**config.mk**
```make
export PLATFORM = sky130hd
export DESIGN_NAME = omsp_atomicity_monitor_nested
export DESIGN_NICKNAME = d
export VERILOG_FILES = /design/src/rtl/omsp_atomicity_monitor_nested_pkg.sv /design/src/rtl/omsp_atom_budget_stack.sv /design/src/rtl/omsp_atomicity_monitor_nested.sv
export SDC_FILE = /design/constraint.sdc
export NUM_CORES = 1
export LEC_CHECK = 0
export BUFFER_PORTS_ARGS = -buffer_cell sky130_fd_sc_hd__buf_2
export CORE_UTILIZATION = 50
export CTS_CLUSTER_SIZE = 12
export DETAILED_ROUTE_END_ITERATION = 8
export PLACE_DENSITY = 0.77
export SYNTH_ARGS = -nofsm -noshare
export SYNTH_HDL_FRONTEND = slang
export SYNTH_HIERARCHICAL = 1
export SYNTH_SLANG_ARGS = --single-unit
```
**constraint.sdc**
```tcl
create_clock -name mclk -period 3.4 [get_ports mclk]
set_clock_uncertainty 0.2 [all_clocks]
set_input_delay 0 -clock mclk [delete_from_list [all_inputs] [get_ports mclk]]
set_output_delay 0 -clock mclk [all_outputs]
set_load 0.05 [all_outputs]
```
**src/rtl/omsp_atomicity_monitor_nested_pkg.sv**
```systemverilog
// rtl/omsp_atomicity_monitor_nested_pkg.sv - shared cause codes and default bounds for the atomicity monitor
package omsp_atomicity_monitor_nested_pkg;

  localparam int DEF_ATOM_BOUND   = 10;
  localparam int DEF_ENTRY_PERIOD = 8;
  localparam int DEF_NEST_DEPTH   = 2;

  typedef enum logic [2:0] {
    ATOM_VIOL_NONE        = 3'd0,
    ATOM_VIOL_NEST        = 3'd1,
    ATOM_VIOL_BOUND       = 3'd2,
    ATOM_VIOL_SM_IN_CLIX  = 3'd3,
    ATOM_VIOL_SM_IN_ENTRY = 3'd4
  } atom_viol_e;

endpackage

```
**src/rtl/omsp_atom_budget_stack.sv**
```systemverilog
// rtl/omsp_atom_budget_stack.sv - stack of per-level clix budget counters that count down together
module omsp_atom_budget_stack #(
  parameter int DEPTH = 2,
  parameter int CNT_W = 5,
  parameter int LVL_W = 2
) (
  input  logic             mclk,
  input  logic             puc_rst,
  input  logic             push,
  input  logic [CNT_W-1:0] push_val,
  input  logic             pop_all,
  output logic [LVL_W-1:0] depth,
  output logic [CNT_W-1:0] top,
  output logic [LVL_W-1:0] post_depth,
  output logic [CNT_W-1:0] post_top
);

  logic [CNT_W-1:0] cnt     [DEPTH];
  logic [CNT_W-1:0] cnt_nxt [DEPTH];
  logic [LVL_W-1:0] depth_nxt;

  // Inner budgets never exceed outer ones, so the levels surviving this cycle
  // (counter above 1) always form a bottom prefix of the stack.
  always_comb begin
    top        = '0;
    post_depth = '0;
    post_top   = '0;
    for (int i = 0; i < DEPTH; i++) begin
      if (LVL_W'(i) < depth) begin
        top = cnt[i];
        if (!pop_all && cnt[i] > CNT_W'(1)) begin
          post_depth = LVL_W'(i + 1);
          post_top   = cnt[i] - CNT_W'(1);
        end
      end
    end
  end

  // Survivors decrement, the new level lands just above them, everything else clears.
  always_comb begin
    for (int i = 0; i < DEPTH; i++) begin
      cnt_nxt[i] = '0;
      if (LVL_W'(i) < post_depth)
        cnt_nxt[i] = cnt[i] - CNT_W'(1);
      else if (push && LVL_W'(i) == post_depth)
        cnt_nxt[i] = push_val;
    end
    depth_nxt = post_depth + LVL_W'(push);
  end

  // Counter and depth registers.
  always_ff @(posedge mclk or posedge puc_rst) begin
    if (puc_rst) begin
      depth <= '0;
      for (int i = 0; i < DEPTH; i++) cnt[i] <= '0;
    end else begin
      depth <= depth_nxt;
      for (int i = 0; i < DEPTH; i++) cnt[i] <= cnt_nxt[i];
    end
  end

endmodule

```
**src/rtl/omsp_atomicity_monitor_nested.sv**
```systemverilog
// rtl/omsp_atomicity_monitor_nested.sv - nested clix / SM-entry atomicity monitor producing effective GIE
module omsp_atomicity_monitor_nested
  import omsp_atomicity_monitor_nested_pkg::*;
#(
  parameter int  ATOM_BOUND   = DEF_ATOM_BOUND,
  parameter int  ENTRY_PERIOD = DEF_ENTRY_PERIOD,
  parameter int  NEST_DEPTH   = DEF_NEST_DEPTH,
  localparam int CNT_W        = $clog2(ATOM_BOUND) + 1,
  localparam int ENT_W        = $clog2(ENTRY_PERIOD) + 1,
  localparam int LVL_W        = $clog2(NEST_DEPTH + 1)
) (
  input  logic             mclk,
  input  logic             puc_rst,
  input  logic             inst_clix,
  input  logic [CNT_W-1:0] clix_len,
  input  logic             enter_sm,
  input  logic             priv_mode,
  input  logic             sm_executing,
  input  logic             restrict_gie,
  input  logic             r2_gie,
  input  logic             handling_irq,
  output logic             gie,
  output logic             atom_violation,
  output logic [2:0]       viol_cause,
  output logic [LVL_W-1:0] nest_level,
  output logic [CNT_W-1:0] budget_left
);

  logic [LVL_W-1:0] depth, post_depth;
  logic [CNT_W-1:0] top, post_top, push_val;
  logic             push, pop_all;
  logic [ENT_W-1:0] entry_cnt, entry_nxt;
  logic             entry_active, entry_end, entry_load;
  logic             close_all, clix_nest, clix_bound, clix_ok;
  logic             sm_in_clix, sm_in_entry, pop_to_empty, rel;
  atom_viol_e       cause;

  omsp_atom_budget_stack #(
    .DEPTH (NEST_DEPTH),
    .CNT_W (CNT_W),
    .LVL_W (LVL_W)
  ) u_stack (
    .mclk       (mclk),
    .puc_rst    (puc_rst),
    .push       (push),
    .push_val   (push_val),
    .pop_all    (pop_all),
    .depth      (depth),
    .top        (top),
    .post_depth (post_depth),
    .post_top   (post_top)
  );

  // Event legality, push sizing and entry-period control.
  always_comb begin
    close_all    = restrict_gie & priv_mode & enter_sm;
    entry_active = (entry_cnt != '0);
    // Popping levels still count as open, so a full stack always refuses a clix.
    clix_nest    = inst_clix & (depth == LVL_W'(NEST_DEPTH));
    clix_bound   = inst_clix & (clix_len > CNT_W'(ATOM_BOUND));
    clix_ok      = inst_clix & ~clix_nest & ~clix_bound;
    sm_in_clix   = enter_sm & (depth != '0) & ~close_all;
    sm_in_entry  = enter_sm & entry_active & ~(restrict_gie & priv_mode);
    pop_all      = r2_gie | handling_irq | close_all;
    // Clip against the enclosing level's next-cycle value so the inner level ends with it.
    push_val     = (post_depth != '0 && post_top < clix_len) ? post_top : clix_len;
    push         = clix_ok & (push_val != '0);
    entry_end    = entry_active & ((entry_cnt == ENT_W'(1)) | inst_clix | handling_irq
                                   | close_all | sm_in_entry);
    entry_load   = enter_sm & ~close_all & ~sm_in_clix & ~sm_in_entry;
    entry_nxt    = entry_cnt;
    if (entry_load)        entry_nxt = ENT_W'(ENTRY_PERIOD);
    else if (entry_end)    entry_nxt = '0;
    else if (entry_active) entry_nxt = entry_cnt - ENT_W'(1);
  end

  // Effective GIE: a section closing this cycle already re-enables interrupts.
  always_comb begin
    pop_to_empty = (depth != '0) & (post_depth == '0);
    rel          = pop_to_empty | entry_end;
    gie          = (r2_gie | rel) & ~inst_clix & ~enter_sm
                   & ((depth == '0) | pop_to_empty)
                   & (~entry_active | entry_end)
                   & ~(restrict_gie & priv_mode & sm_executing);
  end

  // Violation priority encoder; silent while reset is held.
  always_comb begin
    cause = ATOM_VIOL_NONE;
    if (clix_nest)        cause = ATOM_VIOL_NEST;
    else if (clix_bound)  cause = ATOM_VIOL_BOUND;
    else if (sm_in_clix)  cause = ATOM_VIOL_SM_IN_CLIX;
    else if (sm_in_entry) cause = ATOM_VIOL_SM_IN_ENTRY;
    atom_violation = (cause != ATOM_VIOL_NONE) & ~puc_rst;
    viol_cause     = atom_violation ? cause : ATOM_VIOL_NONE;
    nest_level     = depth;
    budget_left    = top;
  end

  // Entry-period counter.
  always_ff @(posedge mclk or posedge puc_rst) begin
    if (puc_rst) entry_cnt <= '0;
    else         entry_cnt <= entry_nxt;
  end

endmodule

```
; Word level (Yosys, flattened, before mapping)
; Cells that the tools add are included.
[op_classes]
add_sub_neg = 4
order_cmp = 8
n_eq_ne = 3
n_mux = 23
bitwise_logic = 44
reduce_logical = 14
[ops]
columns = op, count
row1 = 5-bit two-way mux, 11
row2 = 1-bit bitwise AND, 23
row3 = 3-bit two-way mux, 5
row4 = 4-bit two-way mux, 3
row5 = 1-bit NOT, 11
row6 = "5-bit by 1-bit greater-than comparator with 1-bit output, second input constant", 2
row7 = 1-bit OR, 10
row8 = "5-bit by 1-bit subtractor with 5-bit output, second input constant", 2
row9 = "1-bit by 2-bit < comparator with 1-bit output, first input constant", 4
row10 = 2-bit two-way mux, 3
row11 = 3-bit nonzero test, 2
row12 = "5-bit by 4-bit greater-than comparator with 1-bit output, second input constant", 1
row13 = 1-bit logical AND, 5
row14 = 5-bit < comparator, 1
row15 = 5-bit nonzero test, 1
row16 = "4-bit by 1-bit equality test with 1-bit output, second input constant", 1
row17 = 2-bit zero test, 2
row18 = 2-bit nonzero test, 2
row19 = 4-bit nonzero test, 1
row20 = "4-bit by 1-bit subtractor with 4-bit output, second input constant", 1
row21 = 2-bit by 1-bit adder with 2-bit output, 1
row22 = "1-bit by 2-bit equality test with 1-bit output, first input constant", 1
row23 = "2-bit equality test, second input constant", 1
row24 = 1-bit zero test, 1
row25 = 1-bit two-way mux, 1
[word_totals]
register_bits = 16
input_bits = 14
out_inout_bits = 12
wordCells = 100

; Longest topological paths before layout
[depth]
ltp_word = 18
depth_mapped = 14

; Hierarchy
; Netlist, hierarchy kept.
[by_module_without_submodules]
columns = module, instances, cells_each, area_each_um2, seq_area_each_um2
row1 = omsp_atom_budget_stack, 1, 87, 850.8, 300.3
row2 = omsp_atomicity_monitor_nested, 1, 76, 624.3, 100.1

; Worst setup path before layout
; OpenSTA, ideal clock, no wires.
[synth_timing]
path_type = flip-flop to flip-flop
from = register u_stack.depth[0]
to = register u_stack.depth[0]
setup_ps = 126
t_arrival_ps = 3184
required_ps = 3074
slack_ps = -110
stages_incl_launch_ff = 12
path_buffers = 1
synth_period_minus_slack_ps = 3510
path_cell_list = dfrtp_1 -> nor2b_1 -> a31oi_1 -> or3_4 -> buf_6 -> o22ai_1 -> ha_1 -> a21oi_1 -> o21ai_1 -> a31oi_4 -> mux2i_1 -> ha_1
[synth_via]
elab_chain_len = 10
[synth_rtl]
columns = item, line
row1 = "start, declared", omsp_atom_budget_stack.sv:12  ; output logic [LVL_W-1:0] depth,
row2 = "start signal, assigned", omsp_atom_budget_stack.sv:57  ; depth <= depth_nxt;
row3 = 1-bit by 2-bit < comparator with 1-bit output, omsp_atom_budget_stack.sv:29  ; if (LVL_W'(i) < depth) begin
row4 = 5-bit two-way mux, omsp_atom_budget_stack.sv:29
row5 = 5-bit two-way mux, omsp_atom_budget_stack.sv:31  ; if (!pop_all && cnt[i] > CNT_W'(1)) begin
row6 = 5-bit two-way mux (*), omsp_atom_budget_stack.sv:29
row7 = named net post_top[2], omsp_atomicity_monitor_nested.sv:30  ; logic [CNT_W-1:0] top, post_top, push_val;
row8 = 5-bit < comparator, omsp_atomicity_monitor_nested.sv:66  ; push_val = (post_depth != '0 && post_top < clix_len) ? post_top : clix_len;
row9 = 1-bit logical AND, omsp_atomicity_monitor_nested.sv:66
row10 = 5-bit two-way mux (*), omsp_atomicity_monitor_nested.sv:66
row11 = 5-bit nonzero test (*), omsp_atomicity_monitor_nested.sv:67  ; push = clix_ok & (push_val != '0);
row12 = 1-bit bitwise AND (*), omsp_atomicity_monitor_nested.sv:67
row13 = named net push, omsp_atomicity_monitor_nested.sv:31  ; logic push, pop_all;
row14 = 2-bit by 1-bit adder with 2-bit output (*), omsp_atom_budget_stack.sv:48  ; depth_nxt = post_depth + LVL_W'(push);
row15 = named net u_stack.depth_nxt[0], omsp_atom_budget_stack.sv:20  ; logic [LVL_W-1:0] depth_nxt;
; The timed path passes the listed nets; every way through them passes the cells marked *.
; A chain may end at the register's enable or synchronous reset.

==> metrics.txt <==
status=finished, final reports clean; global-route wire length before repair=between 6000 and 7000 microns; CTS root buf=clkbuf_4; CP Data Required Time=3.39 ns; cells after synthesis=163; commonest non-fill, non-tap cells in the layout=25 x buf_2, 19 x nand2_1, 19 x buf_4; sequential area share after synthesis=27.1%; Arr. time, crit path=3.37 ns; Mean Syn Cell Area=9.05 sq um; slowest cell on the critical path=dfrtp_1; Die Y=56.3 microns; pin count of the biggest net entering global routing=13; Die ar.=3170 sq um; Placer Congestion=roughly 0.89; Inserted Diodes=0; critical path fanouts, max=6; latest clock arrival within the worst-skew pair=0.29 ns; Levels on crit path=11; CP Cell Sequence=nor3_4 -> a31oi_1 -> or3_4 -> o21ai_4 -> ha_1 -> a211o_1 -> a31oi_4 -> mux2i_1 -> buf_4 -> nand2_1 -> o21ai_1; Post-DP HPWL=2920 microns; Final ANT Viol Nets=0; Cells after DPL=between 200 and 250; Die X-Extent=56.3 microns; Final Critical Period=3.38 ns; Post-Syn Nets=189; core area=2780 sq um; Port Buffers=25; initial core utilization=53.0%; worst min-delay path class=primary input to register; 1st-pass router iterations=4; critical path's top delay family=compound AO/OA/AOI/OAI gates; part of the cycle the worst path needs=99.4%; final hold violations=0; startpoint types=register; R2R depth=11; GRT Util Overall=24.8%; Final Non-Filler Cells=245; fmax=296 MHz; # nets final=241; synth-to-layout area growth=34.1%; Core Rows=19; routed vias/inst=between 5 and 6; most common cell after layout, fill and taps aside=buf_2; async set-reset flop share out of synthesis=100%; Syn. warnings=6; residual DRC count=0; CTS tree=done; share of cells above drive strength 1=approximately 40%; Hold Slack=0.0116 ns; Power, Total=roughly 0.57 mW; initial antenna violation count=0; IR drop worst, VDD=about 0.00027 V; PD cells=287 nW/um^2; worst-margin pin slew=0.637 ns; final setup violation count=0; Post-Place Worst Slack=-0.0116 ns; Main synth FF type=dfrtp_1; Max Buffers Root-to-Sink=2; synthesized area=1480 sq um; drt wl/cell=around 17 microns; routed vias=about 1,400; total global routing overflow=0; I/O pin cnt=26; critical path capture point type=register; Yosys reg bits=16; final setup margin=0.0200 ns; final max-slew violation count=0; Starting DRT DRC Count=82; Routed WL=4070 microns; number of synthesized flops with an enable pin=0; slowest stage delay, CP=between 0.4 and 0.5 ns; CTS sink count=16; CP bufs+invs=1; Util after Layout=between 70% and 80%; Hold Path Depth=4; Pleak=0.949 nW; max-cap violations=0; number of global-route vias before repair=1,384; Rel. slew slack=57.2%; clock slew at reported path FFs=roughly 0.10 ns; total CTS buffers=3; number of H-tree levels=1; fill cell count=about 210; critical path class=register to register; number of distinct library cells after synthesis=47; FF-to-FF setup slack=0.02 ns
per-stage QoR:
stage,TNS (ns),instance area [sq um]
floorplan,0,1480
finish,0,1980
global route,-0.0832,1980
global placement,0,1700
CTS,0,1800
detailed placement,-0.0180,1700
final cells by class:
cell class	count	area (sq um)	share of cell area (%)
multi-input combinational	127	1100	55.7
clock buffer	4	36.3	1.83
tap	31	38.8	1.96
timing repair buffer	51	339	17.1
inverter	16	60.1	3.04
sequential	16	403	20.4
what timing repair did:
item	CTS	global route
hold buffers	6	0
hold endpoints to repair	20	0
resized for setup	1	18
setup endpoints to repair	3	12
pin swaps	0	5
buffers inserted	0	9
worst reg2reg max path, delay by kind of cell, from the launching register on:
| kind | cells | cell delay, ns |
|---|---|---|
| AOI/OAI and AO/OA | 5 | 1.12 |
| adders and majority gates | 1 | 0.26 |
| muxes | 1 | 0.22 |
| and+or+nand+nor | 3 | 0.83 |
| buffers and inverters | 1 | 0.16 |
| DFF | 1 | 0.49 |
report_power, final:
part | internal (mW) | switching (mW)
sequential | 0.204 | 0.0158
combinational | 0.0875 | 0.133
clock | 0.0652 | 0.0616
layer usage:
layer / track usage [%] / share of wire [%]
met1: 33.2 / 42
met2: 43.0 / 50
met3: 2.30 / 6.1
met4: 6.62 / 2.4
met5: 0 / 0
kinds of logic after synthesis:
kind of cell               synth area share, %
AOI/OAI and AO/OA                         24.5
xor gates and xnor gates                  5.34
adders and majority gates                 10.2
buffers and inverters                     5.85
DFF                                       27.1
muxes                                     7.89
and+or+nand+nor                           19.1
worst paths after layout:
kind	start	end
setup / recovery	u_stack/cnt[4]$_DFF_PP0_	u_stack/cnt[4]$_DFF_PP0_
hold / removal	clix_len[1]	u_stack/cnt[1]$_DFF_PP0_
setup reg to reg	u_stack/cnt[4]$_DFF_PP0_	u_stack/cnt[4]$_DFF_PP0_
hold reg to reg	entry_cnt[1]$_DFFE_PP0P_	entry_cnt[1]$_DFFE_PP0P_
max in group asynchronous	puc_rst	entry_cnt[0]$_DFFE_PP0P_
min in group asynchronous	puc_rst	u_stack/cnt[4]$_DFF_PP0_
Yosys cell counts (4+ instances only):
master	n	area [sq um]
o21ai_0	10	50.1
nor3_1	4	20.0
ha_1	12	150
nand2_1	19	71.3
mux2i_1	6	60.1
o22ai_1	5	31.3
xnor2_1	6	52.6
mux2_2	5	56.3
a21oi_1	6	30.0
inv_1	14	52.6
nor2_1	7	26.3
dfrtp_1	16	400
state kept, by name, summed over array words and instances, names as in the netlist:
register       cells
u_stack/cnt       10
entry_cnt          4
u_stack/depth      2
Note: power is estimated with default switching activity, not from simulation.
